`config.mk`:
```
export PLATFORM = sky130hd
export DESIGN_NAME = eco_equiv_sweeper
export DESIGN_NICKNAME = d
export VERILOG_FILES = /design/src/rtl/eco_sweep_pkg.sv /design/src/rtl/eco_vec_delay.sv /design/src/rtl/eco_equiv_sweeper.sv
export SDC_FILE = /design/constraint.sdc
export NUM_CORES = 1
export LEC_CHECK = 0
export ABC_AREA = 1
export CAP_MARGIN = 20
export CORE_MARGIN = 3
export CORE_UTILIZATION = 50
export CTS_BUF_LIST = sky130_fd_sc_hd__clkbuf_4 sky130_fd_sc_hd__clkbuf_8
export DETAILED_ROUTE_END_ITERATION = 8
export PLACE_DENSITY = 0.84
export REMOVE_ABC_BUFFERS = 1
export SLEW_MARGIN = 40
export SYNTH_ARGS = -nofsm -noshare
export SYNTH_HDL_FRONTEND = slang
export SYNTH_SLANG_ARGS = --single-unit
export TNS_END_PERCENT = 30
```
`constraint.sdc`:
```
create_clock -name clk -period 3.75 [get_ports clk]
set_input_delay 1.125 -clock clk [delete_from_list [all_inputs] [get_ports clk]]
set_output_delay 1.125 -clock clk [all_outputs]
set_load 0.01 [all_outputs]
```
`src/rtl/eco_sweep_pkg.sv`:
```
// ---------------------------------------------------------------------------
// eco_sweep_pkg
// Shared definitions for the ECO equivalence sweeper:
//   state_t      - sequencer states (IDLE, RUN, DRAIN, DONE)
//   LAT_MAX      - deepest cone latency the delay line is meant to cover
//   DRAIN_CNT_W  - width of the drain cycle counter (enough for LAT_MAX)
//   cnt_width()  - width of the mismatch counter for a given input width.
//                  It is one bit wider than the vector so it can hold the
//                  full 2^N_IN count without saturating.
// ---------------------------------------------------------------------------
package eco_sweep_pkg;

  typedef enum logic [1:0] {
    ST_IDLE  = 2'd0,
    ST_RUN   = 2'd1,
    ST_DRAIN = 2'd2,
    ST_DONE  = 2'd3
  } state_t;

  localparam int LAT_MAX     = 7;
  localparam int DRAIN_CNT_W = 3;

  function automatic int cnt_width(input int n_in);
    return n_in + 1;
  endfunction

endpackage

```
`src/rtl/eco_vec_delay.sv`:
```
// ---------------------------------------------------------------------------
// eco_vec_delay
// Shift register carrying {valid, vec} alongside the cone pipeline so that
// the tag leaving the last stage lines up with the cone outputs it belongs
// to. DEPTH=0 turns the block into a plain pass-through.
//
// Ports:
//   clk       in   rising-edge clock
//   rst_n     in   asynchronous active-low clear of every stage
//   flush     in   synchronous kill of all valid bits (vectors in flight are
//                  dropped without being compared)
//   in_valid  in   valid bit of the vector currently driven to the cones
//   in_vec    in   W-bit vector currently driven to the cones
//   out_valid out  tag valid, aligned with the cone outputs
//   out_vec   out  tag vector, aligned with the cone outputs
// ---------------------------------------------------------------------------
module eco_vec_delay #(
  parameter int W     = 16,
  parameter int DEPTH = 0
) (
  input  logic         clk,
  input  logic         rst_n,
  input  logic         flush,
  input  logic         in_valid,
  input  logic [W-1:0] in_vec,
  output logic         out_valid,
  output logic [W-1:0] out_vec
);

  // At least one stage is always declared so the array stays legal when
  // DEPTH=0; in that case the stage is simply never selected.
  localparam int SD = (DEPTH == 0) ? 1 : DEPTH;

  logic [SD-1:0]        valid_q;
  logic [SD-1:0][W-1:0] vec_q;

  // Stage 0 takes the live vector; every later stage takes its neighbour.
  // A flush clears the valid bits on the way in, so anything in flight is
  // forgotten on the next edge while the vector payload just keeps moving.
  always_ff @(posedge clk or negedge rst_n) begin
    if (!rst_n) begin
      valid_q <= '0;
      vec_q   <= '0;
    end else begin
      valid_q[0] <= in_valid & ~flush;
      vec_q[0]   <= in_vec;
      for (int i = 1; i < SD; i++) begin
        valid_q[i] <= valid_q[i-1] & ~flush;
        vec_q[i]   <= vec_q[i-1];
      end
    end
  end

  assign out_valid = (DEPTH == 0) ? in_valid : valid_q[SD-1];
  assign out_vec   = (DEPTH == 0) ? in_vec   : vec_q[SD-1];

endmodule

```
`src/rtl/eco_equiv_sweeper.sv`:
```
// ---------------------------------------------------------------------------
// eco_equiv_sweeper
// Walks every N_IN-bit input vector through a golden and a revised cone,
// compares their single-bit outputs LAT cycles later and reports whether
// the patched cone is equivalent, how many vectors disagree and the first
// vector that disagreed.
//
// Ports:
//   clk           in   rising-edge clock
//   rst_n         in   asynchronous active-low reset
//   start         in   pulse, starts a sweep from IDLE or DONE
//   abort         in   pulse, cancels the sweep (wins over everything)
//   stop_on_fail  in   sampled at start, end the sweep at the first mismatch
//   vec_o         out  registered vector driven to both cones
//   vec_valid_o   out  vec_o carries an issued vector this cycle
//   gold_i        in   golden cone output
//   rev_i         in   revised cone output
//   busy          out  sweep in progress (RUN or DRAIN)
//   done          out  sweep finished, held until the next start
//   fail          out  sticky, at least one mismatch this sweep
//   fail_vec      out  first mismatching vector
//   mismatch_cnt  out  number of mismatching vectors (never saturates)
// ---------------------------------------------------------------------------
module eco_equiv_sweeper
  import eco_sweep_pkg::*;
#(
  parameter int N_IN = 16,
  parameter int LAT  = 0
) (
  input  logic                       clk,
  input  logic                       rst_n,
  input  logic                       start,
  input  logic                       abort,
  input  logic                       stop_on_fail,
  output logic [N_IN-1:0]            vec_o,
  output logic                       vec_valid_o,
  input  logic                       gold_i,
  input  logic                       rev_i,
  output logic                       busy,
  output logic                       done,
  output logic                       fail,
  output logic [N_IN-1:0]            fail_vec,
  output logic [cnt_width(N_IN)-1:0] mismatch_cnt
);

  localparam int CW = cnt_width(N_IN);

  // LAT is expected to stay within 0..LAT_MAX; the drain counter is sized
  // for that range. DRAIN lasts LAT cycles, so its final count is LAT-1.
  localparam logic [DRAIN_CNT_W-1:0] DRAIN_LAST =
    DRAIN_CNT_W'((LAT > 0) ? LAT - 1 : 0);

  state_t                 state;
  state_t                 next_state;
  logic [N_IN-1:0]        counter;
  logic                   issued_last;
  logic                   stop_latched;
  logic [DRAIN_CNT_W-1:0] drain_cnt;

  logic                   tag_valid;
  logic [N_IN-1:0]        tag_vec;
  logic                   mismatch;
  logic                   stop_hit;
  logic                   launch;
  logic                   issue;
  logic                   flush;

  // A mismatch only counts when the delay line says the cone outputs belong
  // to an issued vector; outside that window the cones may toggle freely.
  assign mismatch = tag_valid && (gold_i != rev_i);
  assign stop_hit = stop_latched && mismatch;

  // A new sweep may only begin from IDLE or DONE, and never alongside abort.
  assign launch = start && !abort && ((state == ST_IDLE) || (state == ST_DONE));

  // Issue a vector only while RUN continues into another RUN cycle; a stop
  // or abort on this edge therefore issues nothing and drops vec_valid_o.
  assign issue = (state == ST_RUN) && !issued_last && (next_state == ST_RUN);

  // Whenever the sweep is left (abort, stop, normal completion) anything
  // still travelling through the delay line is discarded uncompared.
  assign flush = (next_state != ST_RUN) && (next_state != ST_DRAIN);

  eco_vec_delay #(
    .W     (N_IN),
    .DEPTH (LAT)
  ) u_delay (
    .clk       (clk),
    .rst_n     (rst_n),
    .flush     (flush),
    .in_valid  (vec_valid_o),
    .in_vec    (vec_o),
    .out_valid (tag_valid),
    .out_vec   (tag_vec)
  );

  // State register.
  always_ff @(posedge clk or negedge rst_n) begin
    if (!rst_n) begin
      state <= ST_IDLE;
    end else begin
      state <= next_state;
    end
  end

  // Next-state logic. RUN keeps going until the all-ones vector has been
  // issued and shown to the cones for one cycle; with LAT=0 that cycle is
  // also its compare, so RUN goes straight to DONE, otherwise DRAIN waits
  // LAT more cycles for the last vector to reach the compare stage.
  always_comb begin
    next_state = state;
    if (abort) begin
      next_state = ST_IDLE;
    end else begin
      unique case (state)
        ST_IDLE, ST_DONE: begin
          if (start) next_state = ST_RUN;
        end
        ST_RUN: begin
          if (stop_hit) begin
            next_state = ST_DONE;
          end else if (issued_last) begin
            next_state = (LAT == 0) ? ST_DONE : ST_DRAIN;
          end
        end
        ST_DRAIN: begin
          if (stop_hit || (drain_cnt == DRAIN_LAST)) next_state = ST_DONE;
        end
        default: next_state = ST_IDLE;
      endcase
    end
  end

  // Status outputs decoded straight from the registered state.
  always_comb begin
    busy = (state == ST_RUN) || (state == ST_DRAIN);
    done = (state == ST_DONE);
  end

  // Vector counter and issue register. The end of the sweep is found by
  // comparing against all-ones when issuing, so the counter simply wraps
  // afterwards and no overflow bit is needed. vec_o keeps its last value
  // whenever nothing is issued.
  always_ff @(posedge clk or negedge rst_n) begin
    if (!rst_n) begin
      counter      <= '0;
      issued_last  <= 1'b0;
      stop_latched <= 1'b0;
      vec_o        <= '0;
      vec_valid_o  <= 1'b0;
    end else begin
      vec_valid_o <= issue;
      if (launch) begin
        counter      <= '0;
        issued_last  <= 1'b0;
        stop_latched <= stop_on_fail;
      end else if (issue) begin
        vec_o   <= counter;
        counter <= counter + 1'b1;
        if (counter == {N_IN{1'b1}}) issued_last <= 1'b1;
      end
    end
  end

  // Drain cycle counter, restarted every time DRAIN is entered.
  always_ff @(posedge clk or negedge rst_n) begin
    if (!rst_n) begin
      drain_cnt <= '0;
    end else if (state == ST_DRAIN) begin
      drain_cnt <= drain_cnt + 1'b1;
    end else begin
      drain_cnt <= '0;
    end
  end

  // Result capture. A start clears the previous sweep's results; an abort
  // freezes them exactly as they were, including any compare that happens
  // to coincide with the abort edge. Only the first mismatch of a sweep
  // records its vector.
  always_ff @(posedge clk or negedge rst_n) begin
    if (!rst_n) begin
      fail         <= 1'b0;
      fail_vec     <= '0;
      mismatch_cnt <= '0;
    end else if (launch) begin
      fail         <= 1'b0;
      fail_vec     <= '0;
      mismatch_cnt <= '0;
    end else if (mismatch && !abort) begin
      mismatch_cnt <= mismatch_cnt + CW'(1);
      if (!fail) fail_vec <= tag_vec;
      fail <= 1'b1;
    end
  end

endmodule

```
==> run_results.csv <==
group,metric,value,unit
floorplan,fp.dieH,91.64,microns
drt,dr.first_iter.drc_count,239,
drt,num_vias,3202,
floorplan,dieWidth,91.64,microns
cells_and_area,fin_area,0.004589,sq mm
logic_synthesis,synth_area,0.003667,sq mm
cells_and_area,fillers,546,
timing,period_minus_slack,2.991,ns
setup_path,rr_worst_depth,9,
logic_synthesis,syn-instance-count,441,
setup_path,critPathTopFamily,"buffers and inverters",
pwr,ir_drop,0.2355,mV
cts,cts_tree,"yes",
setup_path,cp_slowest_cell,"clkdlybuf4s50_1",
placement,portBuffers,59,
setup_path,path_depth,4,
timing,period_share,79.75,%
logic_synthesis,async_flop_share,100.0,%
setup_path,endpoint_kind,"output pin",
logic_synthesis,yosysUniqueCellTypes,38,
setup_path,critPathLaunchType,"flip-flop",
timing,fin_skew,0.009404,ns
job,max-cap-violations,0,
cells_and_area,antennaDiodeCount,0,
cts,htree_levels,3,
cells_and_area,seq_area,0.001852,sq mm
placement,place_hpwl,5754,microns
global_routing,grt.met1_usage,27.83,%
logic_synthesis,yosysWarnings,0,
timing,slew_violations,0,
setup_path,crit_chain,"inv_1, ha_1, inv_1, clkdlybuf4s50_1",
global_routing,grt_busiest_layer,"met2",
setup_path,cpPeakStageDelay,0.54,ns
timing,rsz0062_at_grt,"no",
global_routing,grt_util_met3,4.430,%
logic_synthesis,synth-edff-count,0,
min_path,hp-start,"drain_cnt[0]$_DFF_PN0_",
global_routing,grt_antenna_before_repair,0,
cts,root_buffer,"clkbuf_8",
floorplan,design.core.area,0.006944,sq mm
logic_synthesis,ys_ff_latch,74,
status,status,"finished, final reports clean",
cells_and_area,multiInputGateArea,0.001504,sq mm
logic_synthesis,yosysSeqAreaShare,50.49,%
setup_path,critPathBufInv,3,
drt,drc_errors,0,
drt,wl_per_cell,13.94,microns
logic_synthesis,syn_avg_cell_area,8.316,sq um
setup_path,path_class,"reg -> out",
cts,insertion_delay,0.35,ns
cts,ctsHoldBuffers,0,
cells_and_area,syn_to_final_growth,25.14,%
setup_path,path_max_fanout,5,
min_path,hold_class,"reg -> reg",
timing,finalSetupViolations,0,
drt,dr.pass1.iters,5,
cts,cts_buffer_depth,2,
cts,cts-resized-gates,0,
global_routing,grt_first_pass_wirelength,14610,microns
placement,place_congestion,0.8927,
drt,routed_via_density,5.319,
global_routing,grt_max_degree,75,
global_routing,grtUsageTotal,21.37,%
global_routing,grt_pass1_vias,3166,
pwr,leakagePower,2.034,nW
placement,placed_cell_area,0.004324,sq mm
global_routing,grtUsageMet2,35.85,%
floorplan,rows,30,
timing,tightest_slew,0.6899,ns
timing,max_slew_margin,53.96,%
setup_path,crit-reg2reg-launch,"state[0]$_DFF_PN0_",
floorplan,dieArea,0.008398,sq mm
cells_and_area,fin_nets,515,
floorplan,initial_core_util,52.81,%
cts,clk_pin_slew,0.08,ns
setup_path,cp.required,2.62,ns
drt,wl,8393,microns
floorplan,pin_count,60,
setup_path,cp-startpoint,"state[0]$_DFF_PN0_",
logic_synthesis,ys.flop_type,"dfrtp_1",
cells_and_area,layout-drive-gt1-share,6.719,%
pwr,power_density,489.8,mW/mm^2
drt,ant_nets,0,
timing,clock.fmax,0.3344,GHz
setup_path,cp_common_cell,"inv_1",
min_path,whs_path_depth,1,
cts,cts_sinks,74,
timing,finalSetupTns,0,ns
setup_path,cp.arrival,1.87,ns
cts,cts_made_buffers,9,
cts,post_cts_buffers,0,
timing,finalHoldViolations,0,
global_routing,overflow,0,
## through the flow
step / utilization (%) / power (mW) / hold slack [ns] / cells / setup slack, ns
global placement: 62.22 / 1.415 / 0.4456 / 586 / 0.6861
floorplan: - / 1.229 / 0.4285 / 428 / 0.7315
CTS: 66.09 / 2.262 / 0.4790 / 602 / 0.7389
global route: 66.09 / 2.359 / 0.4970 / 602 / 0.6488
finish: 66.09 / 2.248 / 0.4713 / 602 / 0.7592
detailed placement: 62.27 / 1.442 / 0.4679 / 586 / 0.5900
## final timing paths
path | endpoint | slack, ns
worst max-delay path | busy | 0.76
worst min-delay path | drain_cnt[0]$_DFF_PN0_ | 0.47
worst max register to register | vec_o[6]$_DFFE_PN0P_ | 1.32
worst min register to register | drain_cnt[0]$_DFF_PN0_ | 0.47
max in group asynchronous | counter[2]$_DFFE_PN0P_ | 2.42
min in group asynchronous | fail_vec[3]$_DFFE_PN0P_ | 0.87
## cell families (layout without fill, tap and decap cells)
group                    count (synthesis)  in the layout  synth area share [%]
AND/OR/NAND/NOR                        206            206                 26.24
XOR/XNOR                                10             10                 2.388
buffers and inverters                   76            141                 8.495
adder cells (fa/ha/maj)                  7              7                 2.388
AO/OA/AOI/OAI                           68             68                 9.997
flip-flops                              74             74                 50.49
## registers in the layout (all words and copies together), names as in the netlist
register and cells:
fail_vec 16, fail 1, drain_cnt 3, mismatch_cnt 17, state 2, counter 16
vec_valid_o 1, stop_latched 1, vec_o 16, issued_last 1
## layout by cell type, fill, tap and decap left out, types with 2 or more instances in the layout
| cell type | n |
|---|---|
| nand3_1 | 47 |
| nor2_1 | 30 |
| xor2_1 | 8 |
| nor3_2 | 2 |
| o21ai_1 | 3 |
| nand3b_1 | 4 |
| o21ai_0 | 41 |
| dfrtp_1 | 74 |
| a21oi_1 | 16 |
| nand2_1 | 93 |
| buf_4 | 2 |
| nor2_2 | 2 |
| nor3_1 | 15 |
| clkbuf_8 | 9 |
| inv_1 | 61 |
| nand4_1 | 6 |
| clkdlybuf4s50_1 | 58 |
| ha_1 | 7 |
| xnor2_1 | 2 |
| bufinv_16 | 4 |
## final cells by class
| cell class | instances | share of cell area (%) |
|---|---|---|
| clock buffer | 9 | 2.699 |
| clock inverter | 7 | 3.081 |
| inverter | 63 | 5.153 |
| multi-input combinational | 291 | 32.77 |
| sequential | 74 | 40.35 |
| tap | 96 | 2.617 |
| timing repair buffer | 62 | 13.33 |
## report_power, final
group / switching [mW] / internal, mW / leakage, nW
Combinational: 0.343 / 0.170 / 0.876
Clock: 0.306 / 0.509 / 0.129
Sequential: 0.0661 / 0.853 / 1.03
## synthesized netlist by cell type, types with 2 or more instances
library cell	number	share of area (%)
nor2_1	30	3.1
xnor2_1	2	0.48
xor2_1	8	1.9
nor3_1	15	2.0
nand3b_1	4	0.82
clkbuf_1	4	0.41
o21ai_1	3	0.41
a21oi_1	16	2.2
nor2_2	2	0.34
o21ai_0	41	5.6
nand3_1	47	6.4
nor3_2	2	0.55
dfrtp_1	74	50
nand4_1	6	1.0
buf_6	2	0.61
nand2_1	93	9.5
buf_2	5	0.68
ha_1	7	2.4
inv_1	61	6.2
## routing by layer
layer | wire, microns | share of wire (%)
met2 | 4270 | 51
met5 | 0 | 0
met4 | 98 | 1.2
met1 | 3624 | 43
met3 | 399 | 4.8
(Power assumes the default switching activity.)
